**src/rtl/uart_tx_arbiter_pkg.sv**
```systemverilog
// Shared types and defaults for the UART Tx byte arbiter.
// State encoding is fixed: IDLE=0, LOAD=1, WAIT=2.
package uart_tx_arbiter_pkg;

  localparam int unsigned DEF_N_REQ       = 4;
  localparam int unsigned DEF_TIMEOUT_CYC = 65535;
  localparam int unsigned DEF_TO_W        = 16;
  localparam int unsigned BYTE_W          = 8;

  typedef enum logic [1:0] {
    IDLE = 2'd0,
    LOAD = 2'd1,
    WAIT = 2'd2
  } state_t;

endpackage

```
**src/rtl/rr_arbiter.sv**
```systemverilog
// Combinational round-robin picker: first asserted request at or after ptr, wrapping.
// The pointer register lives in the caller.
module rr_arbiter #(
  parameter int unsigned N_REQ = 4,
  parameter int unsigned ID_W  = 2
) (
  input  logic [N_REQ-1:0] req,
  input  logic [ID_W-1:0]  ptr,
  output logic [N_REQ-1:0] grant_oh,
  output logic [ID_W-1:0]  grant_idx,
  output logic             any_grant
);

  int unsigned idx;

  always_comb begin
    grant_oh  = '0;
    grant_idx = '0;
    any_grant = 1'b0;
    idx       = 0;
    for (int unsigned i = 0; i < N_REQ; i++) begin
      idx = 32'(ptr) + i;
      if (idx >= N_REQ) idx = idx - N_REQ;
      if (!any_grant && req[ID_W'(idx)]) begin
        any_grant               = 1'b1;
        grant_idx               = ID_W'(idx);
        grant_oh[ID_W'(idx)]    = 1'b1;
      end
    end
  end

endmodule

```
**src/rtl/uart_tx_arbiter.sv**
```systemverilog
// Round-robin sharing of one UART Tx between N_REQ byte sources, one byte per grant.
// Optional WAIT watchdog enabled by defining UART_TX_ARB_TIMEOUT_EN.
module uart_tx_arbiter
  import uart_tx_arbiter_pkg::*;
#(
  parameter int unsigned N_REQ       = DEF_N_REQ,
  parameter int unsigned ID_W        = $clog2(N_REQ),
  parameter int unsigned TIMEOUT_CYC = DEF_TIMEOUT_CYC,
  parameter int unsigned TO_W        = DEF_TO_W
) (
  input  logic                     clk,
  input  logic                     rst,
  input  logic [N_REQ-1:0]         req_valid,
  input  logic [N_REQ*BYTE_W-1:0]  req_data,
  output logic [N_REQ-1:0]         req_ready,
  output logic [BYTE_W-1:0]        tx_d,
  output logic                     tx_en,
  input  logic                     tx_complete,
  output logic                     busy,
  output logic [ID_W-1:0]          grant_id,
  output logic                     err_timeout
);

  if (N_REQ < 2 || N_REQ > 8 || ID_W != $clog2(N_REQ) || TO_W < 1 || TO_W > 32 ||
      TIMEOUT_CYC < 1) begin : g_bad_cfg
    $error("uart_tx_arbiter: unsupported parameter combination");
  end

  state_t              state, state_nxt;
  logic [ID_W-1:0]     rr_ptr, rr_ptr_nxt;
  logic [BYTE_W-1:0]   tx_d_nxt, sel_byte;
  logic [ID_W-1:0]     grant_id_nxt;
  logic [N_REQ-1:0]    grant_oh;
  logic [ID_W-1:0]     grant_idx;
  logic                any_grant;
  logic                to_expire;

  rr_arbiter #(.N_REQ(N_REQ), .ID_W(ID_W)) u_rr (
    .req       (req_valid),
    .ptr       (rr_ptr),
    .grant_oh  (grant_oh),
    .grant_idx (grant_idx),
    .any_grant (any_grant)
  );

  // One-hot grant makes the byte select a simple AND-OR.
  always_comb begin
    sel_byte = '0;
    for (int unsigned k = 0; k < N_REQ; k++) begin
      sel_byte = sel_byte | (req_data[k*BYTE_W +: BYTE_W] & {BYTE_W{grant_oh[k]}});
    end
  end

`ifdef UART_TX_ARB_TIMEOUT_EN
  logic [TO_W-1:0] to_cnt, to_cnt_nxt;
  logic            err_nxt;
`endif

  always_comb begin
    state_nxt    = state;
    rr_ptr_nxt   = rr_ptr;
    tx_d_nxt     = tx_d;
    grant_id_nxt = grant_id;
    req_ready    = '0;
    to_expire    = 1'b0;
`ifdef UART_TX_ARB_TIMEOUT_EN
    to_cnt_nxt   = to_cnt;
    err_nxt      = err_timeout;
`endif
    case (state)
      IDLE: begin
        if (any_grant && !rst) begin
          req_ready    = grant_oh;
          tx_d_nxt     = sel_byte;
          grant_id_nxt = grant_idx;
          rr_ptr_nxt   = (32'(grant_idx) == N_REQ - 1) ? '0 : grant_idx + ID_W'(1);
          state_nxt    = LOAD;
        end
      end
      LOAD: begin
        state_nxt = WAIT;
`ifdef UART_TX_ARB_TIMEOUT_EN
        to_cnt_nxt = '0;
`endif
      end
      WAIT: begin
        if (tx_complete) begin
          state_nxt = IDLE;
        end else begin
`ifdef UART_TX_ARB_TIMEOUT_EN
          // Expire on the TIMEOUT_CYC-th WAIT cycle without completion.
          to_expire = (32'(to_cnt) + 1 == TIMEOUT_CYC);
          if (to_expire) begin
            state_nxt = IDLE;
            err_nxt   = 1'b1;
          end else begin
            to_cnt_nxt = to_cnt + TO_W'(1);
          end
`else
          to_expire = 1'b0;
`endif
        end
      end
      default: state_nxt = IDLE;
    endcase
  end

  always_ff @(posedge clk or posedge rst) begin
    if (rst) begin
      state    <= IDLE;
      rr_ptr   <= '0;
      tx_d     <= '0;
      grant_id <= '0;
      tx_en    <= 1'b0;
      busy     <= 1'b0;
    end else begin
      state    <= state_nxt;
      rr_ptr   <= rr_ptr_nxt;
      tx_d     <= tx_d_nxt;
      grant_id <= grant_id_nxt;
      tx_en    <= (state_nxt == LOAD);
      busy     <= (state_nxt != IDLE);
    end
  end

`ifdef UART_TX_ARB_TIMEOUT_EN
  always_ff @(posedge clk or posedge rst) begin
    if (rst) begin
      to_cnt      <= '0;
      err_timeout <= 1'b0;
    end else begin
      to_cnt      <= to_cnt_nxt;
      err_timeout <= err_nxt;
    end
  end
`else
  assign err_timeout = 1'b0;
`endif

endmodule
```
**config.mk**
```make
export PLATFORM = sky130hd
export DESIGN_NAME = uart_tx_arbiter
export DESIGN_NICKNAME = d
export VERILOG_FILES = /design/src/rtl/uart_tx_arbiter_pkg.sv /design/src/rtl/rr_arbiter.sv /design/src/rtl/uart_tx_arbiter.sv
export SDC_FILE = /design/constraint.sdc
export NUM_CORES = 1
export LEC_CHECK = 0
export CAP_MARGIN = 20
export CORE_ASPECT_RATIO = 1.75
export CORE_MARGIN = 2
export CORE_UTILIZATION = 45
export DETAILED_ROUTE_END_ITERATION = 6
export PLACE_DENSITY = 0.86
export SLEW_MARGIN = 20
export SYNTH_ARGS = -nofsm -noshare
export SYNTH_HDL_FRONTEND = slang
export SYNTH_HIERARCHICAL = 1
export SYNTH_SLANG_ARGS = --single-unit
```
**constraint.sdc**
```tcl
create_clock -name clk -period 6.13 [get_ports clk]
set_input_delay 0.9195 -clock clk [delete_from_list [all_inputs] [get_ports clk]]
set_output_delay 0.9195 -clock clk [all_outputs]
set_load 0.02 [all_outputs]
```
; ---- Yosys cells after proc, flatten, opt, wreduce, memory -nomap -nowiden
; Index checks and enable logic that the tools add are counted.
[word_totals]
regBits = 16
output_inout_bits = 17
[classes]
addsub = 8
magnitude_cmp = 12
eq_ne = 4
mux = 38
n_bitwise = 10
n_reduce_logical = 15
[ops]
columns = op, count
row1 = bitwise AND 8 bit, 4
row2 = 2-to-1 mux 4 bit, 6
row3 = OR 8 bit, 3
row4 = 2-to-1 mux 2 bit, 11
row5 = < comparator 2 x 3 -> 1 bit (second input constant), 4
row6 = 2-to-1 mux 1 bit, 12
row7 = OR 4 bit, 3
row8 = greater-or-equal comparator 3 bit (second input constant), 3
row9 = binary-select mux 1 bit (select 2 bit), 4
row10 = demux 1 bit (select 2 bit), 4
row11 = greater-or-equal comparator 2 x 1 -> 1 bit (second input constant), 4
row12 = logical AND 1 bit, 8
row13 = subtractor 2 x 1 -> 2 bit (second input constant), 4
row14 = adder 2 x 2 -> 3 bit (second input constant), 2
row15 = one-hot mux 2 bit (3 select lines), 1
row16 = == test 2 x 1 -> 1 bit (second input constant), 2
row17 = == test 2 bit (second input constant), 2
row18 = logical NOT 1 bit, 4
row19 = adder 2 x 1 -> 3 bit (second input constant), 1
row20 = greater-or-equal comparator 2 x 3 -> 1 bit (second input constant), 1
row21 = adder 2 x 1 -> 2 bit (second input constant), 1
row22 = logical NOT 2 bit, 1
row23 = AND reduction 2 bit, 1
row24 = nonzero test 2 bit, 1

; ---- Depth between registers and ports, before layout
; Gate-level depths: netlist of run 1.
[logic_depth]
depth_word = 18
mapped_depth = 11
ltp_nobuf = 9

; ---- By module
; Netlist of run 1, hierarchy kept.
[by_module_without_submodules]
columns = module, n_inst, cells_each, area_per_inst_um2
row1 = uart_tx_arbiter, 1, 72, 840.8
row2 = rr_arbiter, 1, 45, 421.7

; ---- Worst setup path after synthesis of run 1
; Ideal clock, no wire load.
[synth_timing]
path_kind = in2out
start = input port req_valid[2]
end = output port req_ready[2]
arrival_time_ns = 2.542
slack_ns = 2.669
stages = 7
n_path_buf = 2
cell_sequence = mux4_2 > buf_6 > nor4b_4 > a22oi_1 > o21ai_0 > buf_1 > and2_1
[synth_via]
word_cells_on_any_way = 28
cone_classes = mux (18) / bitwise (3) / reduce/logical (7)
[synth_lines]
columns = element, line_no
row1 = from (decl), uart_tx_arbiter.sv:13  ; input logic [N_REQ-1:0] req_valid,
row2 = binary-select mux 1 bit (select 2 bit), rr_arbiter.sv:24  ; if (!any_grant && req[ID_W'(idx)]) begin
row3 = 2-to-1 mux 1 bit (not written as such), rr_arbiter.sv:24
row4 = 2-to-1 mux 1 bit, rr_arbiter.sv:24
row5 = logical NOT 1 bit, rr_arbiter.sv:24
row6 = logical AND 1 bit, rr_arbiter.sv:24
row7 = 2-to-1 mux 1 bit, rr_arbiter.sv:24
row8 = logical NOT 1 bit, rr_arbiter.sv:24
row9 = logical AND 1 bit, rr_arbiter.sv:24
row10 = 2-to-1 mux 1 bit, rr_arbiter.sv:24
row11 = logical NOT 1 bit, rr_arbiter.sv:24
row12 = logical AND 1 bit, rr_arbiter.sv:24
row13 = 2-to-1 mux 4 bit *, rr_arbiter.sv:24
row14 = named net grant_oh[2], uart_tx_arbiter.sv:33  ; logic [N_REQ-1:0] grant_oh;
row15 = 2-to-1 mux 4 bit *, uart_tx_arbiter.sv:72  ; if (any_grant && !rst) begin
row16 = 2-to-1 mux 4 bit *, uart_tx_arbiter.sv:70  ; case (state)
row17 = to (decl), uart_tx_arbiter.sv:15  ; output logic [N_REQ-1:0] req_ready,
; Mark *: on every way through the listed nets, which the timed path passes. The rest lies on a longest branch. The select of a mux whose other input is x is not followed.

; ---- Final worst setup path of run 1
[layout_timing]
start = input port req_valid[3]
end = output port req_ready[2]
; Same word-level chain as after synthesis.

==> results of run 1 <==
[layout by cell type (no fill, tap or decap), types with 3 or more instances in the layout]
master / n
clkdlybuf4s50_1: 54
o21ai_0: 5
ha_1: 6
a22oi_1: 24
a31oi_2: 7
clkbuf_8: 4
mux2_2: 6
nor2_1: 13
and2_2: 3
dfrtp_1: 16
inv_1: 4
[routing by layer]
layer,up-vias,global-route usage,part of all wire
li1,547,-,-
met1,547,0.229,0.36
met2,57,0.386,0.54
met3,9,0.0437,0.074
met4,0,0.0842,0.019
met5,-,0,0
[per-stage QoR]
step | worst slack, ns | hold slack (ns) | instances
6_report | 1.11 | 0.510 | 193
4_1_cts | 1.12 | 0.518 | 193
2_1_floorplan | 2.67 | 0.493 | 117
3_5_place_dp | 1.13 | 0.504 | 189
5_1_grt | 0.891 | 0.541 | 193
3_3_place_gp | 1.24 | 0.495 | 189
[flip-flops by register name (all words and copies together), names as in the netlist]
signal	count
state	2
rr_ptr	2
grant_id	2
tx_en	1
busy	1
tx_d	8
[worst reg2reg max path: stages, from the launching register on]
cell and delay, ns:
dfrtp_1 0.67, inv_1 0.14, ha_1 0.39, mux4_2 0.45, and2b_2 0.31, a22oi_1 0.08
o21ai_0 0.79, a22oi_1 0.25, a31oi_2 0.23
[cell type report]
type / count / area [um^2]
Clock buffer: 4 / 55.1
Inverter: 4 / 15.0
Multi-Input combinational cell: 87 / 776
Tap cell: 27 / 33.8
Timing Repair Buffer: 55 / 548
Fill cell: 207 / 862
Sequential cell: 16 / 400
[how the worst max path moves through the flow]
stage / start / to / cells past startpoint
final: req_valid[3] / req_ready[2] / 7
after global routing: req_valid[2] / req_ready[3] / 7
after CTS: req_valid[2] / req_ready[3] / 7
after detailed placement: req_valid[2] / req_ready[2] / 7
after global placement: req_valid[2] / req_ready[3] / 7
after floorplan: req_valid[2] / req_ready[2] / 7
[power by group]
group | switching [uW] | leakage (uW) | internal [uW]
Combinational | 369 | 0.000491 | 327
Clock | 35.8 | 0.0000288 | 57.0
Sequential | 53.4 | 0.000189 | 160
[cells by family (layout without fill, tap and decap cells)]
| group | count (synthesis) | count (layout) | share of synthesized area |
|---|---|---|---|
| compound gates | 41 | 41 | 0.264 |
| simple gates | 27 | 27 | 0.142 |
| flops | 16 | 16 | 0.317 |
| buf+inv | 14 | 63 | 0.0684 |
| mux | 12 | 12 | 0.147 |
| fa+ha+maj | 6 | 6 | 0.0595 |
| other cells | 1 | 1 | 0.00297 |
==> impl_metrics.json, run 1 <==
{
  "cts_root_buf": "clkbuf_8",
  "ctsResizeCount": 0,
  "synth_area_mm2": 0.00126,
  "grt_max_degree": 23,
  "fin_setup_tns_ns": 0,
  "grt_first_pass_wirelength_um": 5290,
  "clock.fmax_mhz": 199,
  "synth_top_area_share": 0.317,
  "vias": 1160,
  "synthTopCellsByCount": "a22oi_1 (24), dfrtp_1 (16), nor2_1 (13)",
  "drive_gt1_frac": 0.163,
  "cts_buffers": 3,
  "setup_violations": 0,
  "grt_usage": 0.211,
  "arrival_ns": 4.10,
  "layout.nets": 212,
  "reg2regPathDepth": 8,
  "gp_congestion": 0.842,
  "finalCritPeriodShare": 0.819,
  "worstPathMaxFanout": 10,
  "area_growth_pct": 44.8,
  "start_kind": "input pin",
  "rows": 25,
  "cts_setup_buffers": 0,
  "synthCells": 117,
  "synth-edff-count": 0,
  "yosysTopAreaCell": "dfrtp_1",
  "htreeDepth": 1,
  "diodes": 0,
  "whs_path_depth": 1,
  "crit_chain": "clkdlybuf4s50_1 -> mux4_2 -> and2b_2 -> a22oi_1 -> o21ai_0 -> and2_1 -> clkdlybuf4s50_1",
  "rsz0062_at_grt": "no",
  "final_core_util": 0.680,
  "drtAntennaViolNets": 0,
  "vias_per_cell": 6.01,
  "slew_violations": 0,
  "power.total_uw": 1000,
  "portBuffers": 54,
  "synth_ff_type": "dfrtp_1",
  "min-delay-start": "grant_id[1]",
  "finalHoldViolCount": 0,
  "yosysMostFrequentCell": "a22oi_1",
  "cellLeakagePower_uw": 0.000709,
  "die_width_um": 44.0,
  "hold_class": "register to register",
  "async_reset_ff_frac": 1.00,
  "cts_buffer_depth": 2,
  "antenna_found_initial": 0,
  "ctsHoldBuffers": 0,
  "wl_um": 3180,
  "rrSetupSlack_ns": 2.75,
  "critPathSlowestCell": "o21ai_0",
  "dr.pass1.iters": 4,
  "placed_cell_area_mm2": 0.00177,
  "maxCapViolCount": 0,
  "io_pins": 56,
  "yosysWarnings": 6,
  "drt-wirelength-per-cell_um": 16.5,
  "cts_tree": "done",
  "fp.dieH_um": 74.1,
  "worstMarginPinSlew_ns": 1.00,
  "drc": 0,
  "clk_pin_slew_ns": 0.06,
  "final_area_mm2": 0.00183,
  "dpl.hpwl_um": 2500,
  "clock_latency_ns": 0.25,
  "crit_top_cell": "clkdlybuf4s50_1",
  "drt-initial-drc-count": 46,
  "grt_pass1_vias": 1238,
  "crit_path_end_kind": "output port",
  "hold_end": "grant_id[1]",
  "core_area_mm2": 0.00269,
  "ys_top_cells_by_area": "dfrtp_1 (32%), a22oi_1 (14%), a31oi_2 (6.9%)",
  "timing.rr.end": "tx_d[4]",
  "cts.sinks": 16,
  "critPathBufInv": 2,
  "grt.overflow.total": 0,
  "yosys_register_bits": 16,
  "start_util": 0.469,
  "synthesis.nets": 162,
  "ys_types": 31,
  "cp_top_family": "buffers and inverters",
  "critPathKind": "input pin to output port",
  "fin_crit_ns": 5.02,
  "ir_drop_mv": 0.317,
  "powerDensity_mw_per_mm2": 548,
  "finClkSkew_ns": 0.00153,
  "max_stage_delay_ns": 0.79,
  "yosysSeqAreaShare": 0.317,
  "slew_headroom": 0.326,
  "reg2reg_from": "rr_ptr[0]",
  "die_area_mm2": 0.00326,
  "outcome": "completed",
  "syn_area_per_cell_um2": 10.8,
  "required_ns": 5.21
}
Note: power is estimated with default switching activity, not from simulation.
==> run 2: changes to the inputs <==
- CORE_UTILIZATION: 45 -> 38
- PLACE_DENSITY: 0.86 -> 0.78
- clock period: 6.13 -> 4.25 ns (I/O delays scaled with it)
==> impl_metrics.json, run 2 (synthesized netlist as in run 1, its figures left out) <==
{
  "outcome": "completed",
  "critPathKind": "register to output port",
  "grt_max_degree": 17,
  "cts_buffer_depth": 2,
  "largest_reg_flops": 8,
  "slew_violations": 0,
  "hold_class": "register to register",
  "finClkSkew_ns": 0.00586,
  "rows": 27,
  "die_area_mm2": 0.00382,
  "crit_chain": "inv_1 -> ha_1 -> mux4_2 -> nor4b_4 -> a22oi_1 -> o21ai_0 -> and2_2 -> clkdlybuf4s50_1",
  "area_growth_pct": 49.4,
  "fin_setup_tns_ns": 0,
  "gp_congestion": 0.868,
  "reg2reg_from": "rr_ptr[0]",
  "finalHoldViolCount": 0,
  "ir_drop_mv": 0.523,
  "clock.fmax_mhz": 250,
  "largest-register": "tx_d",
  "worstPathMaxFanout": 14,
  "worstMarginPinSlew_ns": 0.609,
  "p_int_uw": 825,
  "cts.sinks": 16,
  "drtAntennaViolNets": 0,
  "drt-wirelength-per-cell_um": 15.3,
  "seqPwrFrac": 0.205,
  "cts_buffers": 3,
  "grt_pass1_vias": 1171,
  "critPathSlowestCell": "dfrtp_1",
  "rrSetupSlack_ns": 1.20,
  "setup_violations": 0,
  "fin_crit_ns": 4.00,
  "start_util": 0.398,
  "drc": 0,
  "layout_commonest_cell": "clkdlybuf4s50_1",
  "combPwrFrac": 0.705,
  "die_width_um": 47.6,
  "antenna_found_initial": 0,
  "ctsResizeCount": 0,
  "htreeDepth": 1,
  "finalCritPeriodShare": 0.941,
  "core_area_mm2": 0.00318,
  "wl_um": 3270,
  "required_ns": 3.61,
  "arrival_ns": 3.36,
  "cts_setup_buffers": 0,
  "io_pins": 56,
  "drt-initial-drc-count": 61,
  "grt.overflow.total": 0,
  "dr.pass1.iters": 5,
  "diodes": 0,
  "layout_common_cells": "clkdlybuf4s50_1 (54), a22oi_1 (24), dfrtp_1 (16), nor2_1 (13), a31oi_2 (7)",
  "vias": 1195,
  "fp.dieH_um": 80.3,
  "cp_top_family": "buffers and inverters",
  "ctsHoldBuffers": 0,
  "layout.nets": 217,
  "cts_root_buf": "clkbuf_8",
  "cellLeakagePower_uw": 0.000734,
  "start_kind": "register",
  "grt_usage": 0.185,
  "p_sw_uw": 677,
  "cts_tree": "done",
  "dp.cells": 210,
  "clk_pin_slew_ns": 0.07,
  "crit_path_end_kind": "output port",
  "critPathBufInv": 2,
  "vias_per_cell": 5.58,
  "instances_no_fill": 214,
  "netSwitchingFraction": 0.451,
  "grt_first_pass_wirelength_um": 5220,
  "portBuffers": 54,
  "rsz0062_at_grt": "no",
  "critical_path.startpoint": "rr_ptr[0]",
  "dpl.hpwl_um": 2540,
  "powerDensity_mw_per_mm2": 797,
  "max_stage_delay_ns": 0.67,
  "clkPwrFrac": 0.091,
  "slew_headroom": 0.593,
  "min-delay-start": "grant_id[0]",
  "maxCapViolCount": 0,
  "clock_latency_ns": 0.25,
  "drive_gt1_frac": 0.187
}
-- run 2: metrics by stage --
step / total power (uW) / setup slack, ns / instance area, um^2 / util / hold WS [ns]
6_report: 1500 / 0.252 / 1890 / 0.594 / 0.505
4_1_cts: 1500 / 0.254 / 1890 / 0.594 / 0.513
2_1_floorplan: 1040 / 1.20 / 1260 / - / 0.493
3_5_place_dp: 1360 / 0.396 / 1830 / 0.576 / 0.500
3_3_place_gp: 1320 / 0.483 / 1830 / 0.576 / 0.496
5_1_grt: 1610 / 0.0551 / 1890 / 0.594 / 0.546
-- run 2: layout make-up --
class | count | area [um^2]
timing repair buffer | 60 | 586
fill | 295 | 1290
inverter | 4 | 15.0
clock buffer | 4 | 55.1
multi-input combinational | 87 | 776
tap | 43 | 53.8
sequential | 16 | 400
-- run 2: worst paths after layout --
path	cells past startpoint	to
worst min register to register	1	grant_id[0]
max in group asynchronous	2	tx_d[4]
worst min-delay path	1	grant_id[0]
worst max-delay path	8	req_ready[0]
worst max register to register	8	rr_ptr[1]
min in group asynchronous	2	state[1]
-- run 2: power by group through the flow --
stage	logic, uW	registers, uW	clock network, uW
after floorplan	684	357	0
after global placement	1010	305	0
after detailed placement	1040	311	0
after CTS	1050	309	140
after global routing	1150	322	142
final	1060	307	136
-- run 2: per-layer routing --
layer / track usage / part of all wire / wire length (um) / vias to the layer above
met5: 0 / 0 / 0 / -
met4: 0.0784 / 0.029 / 95 / 0
met3: 0.00899 / 0.054 / 176 / 12
met2: 0.327 / 0.55 / 1790 / 64
met1: 0.217 / 0.37 / 1210 / 560
li1: - / - / - / 559
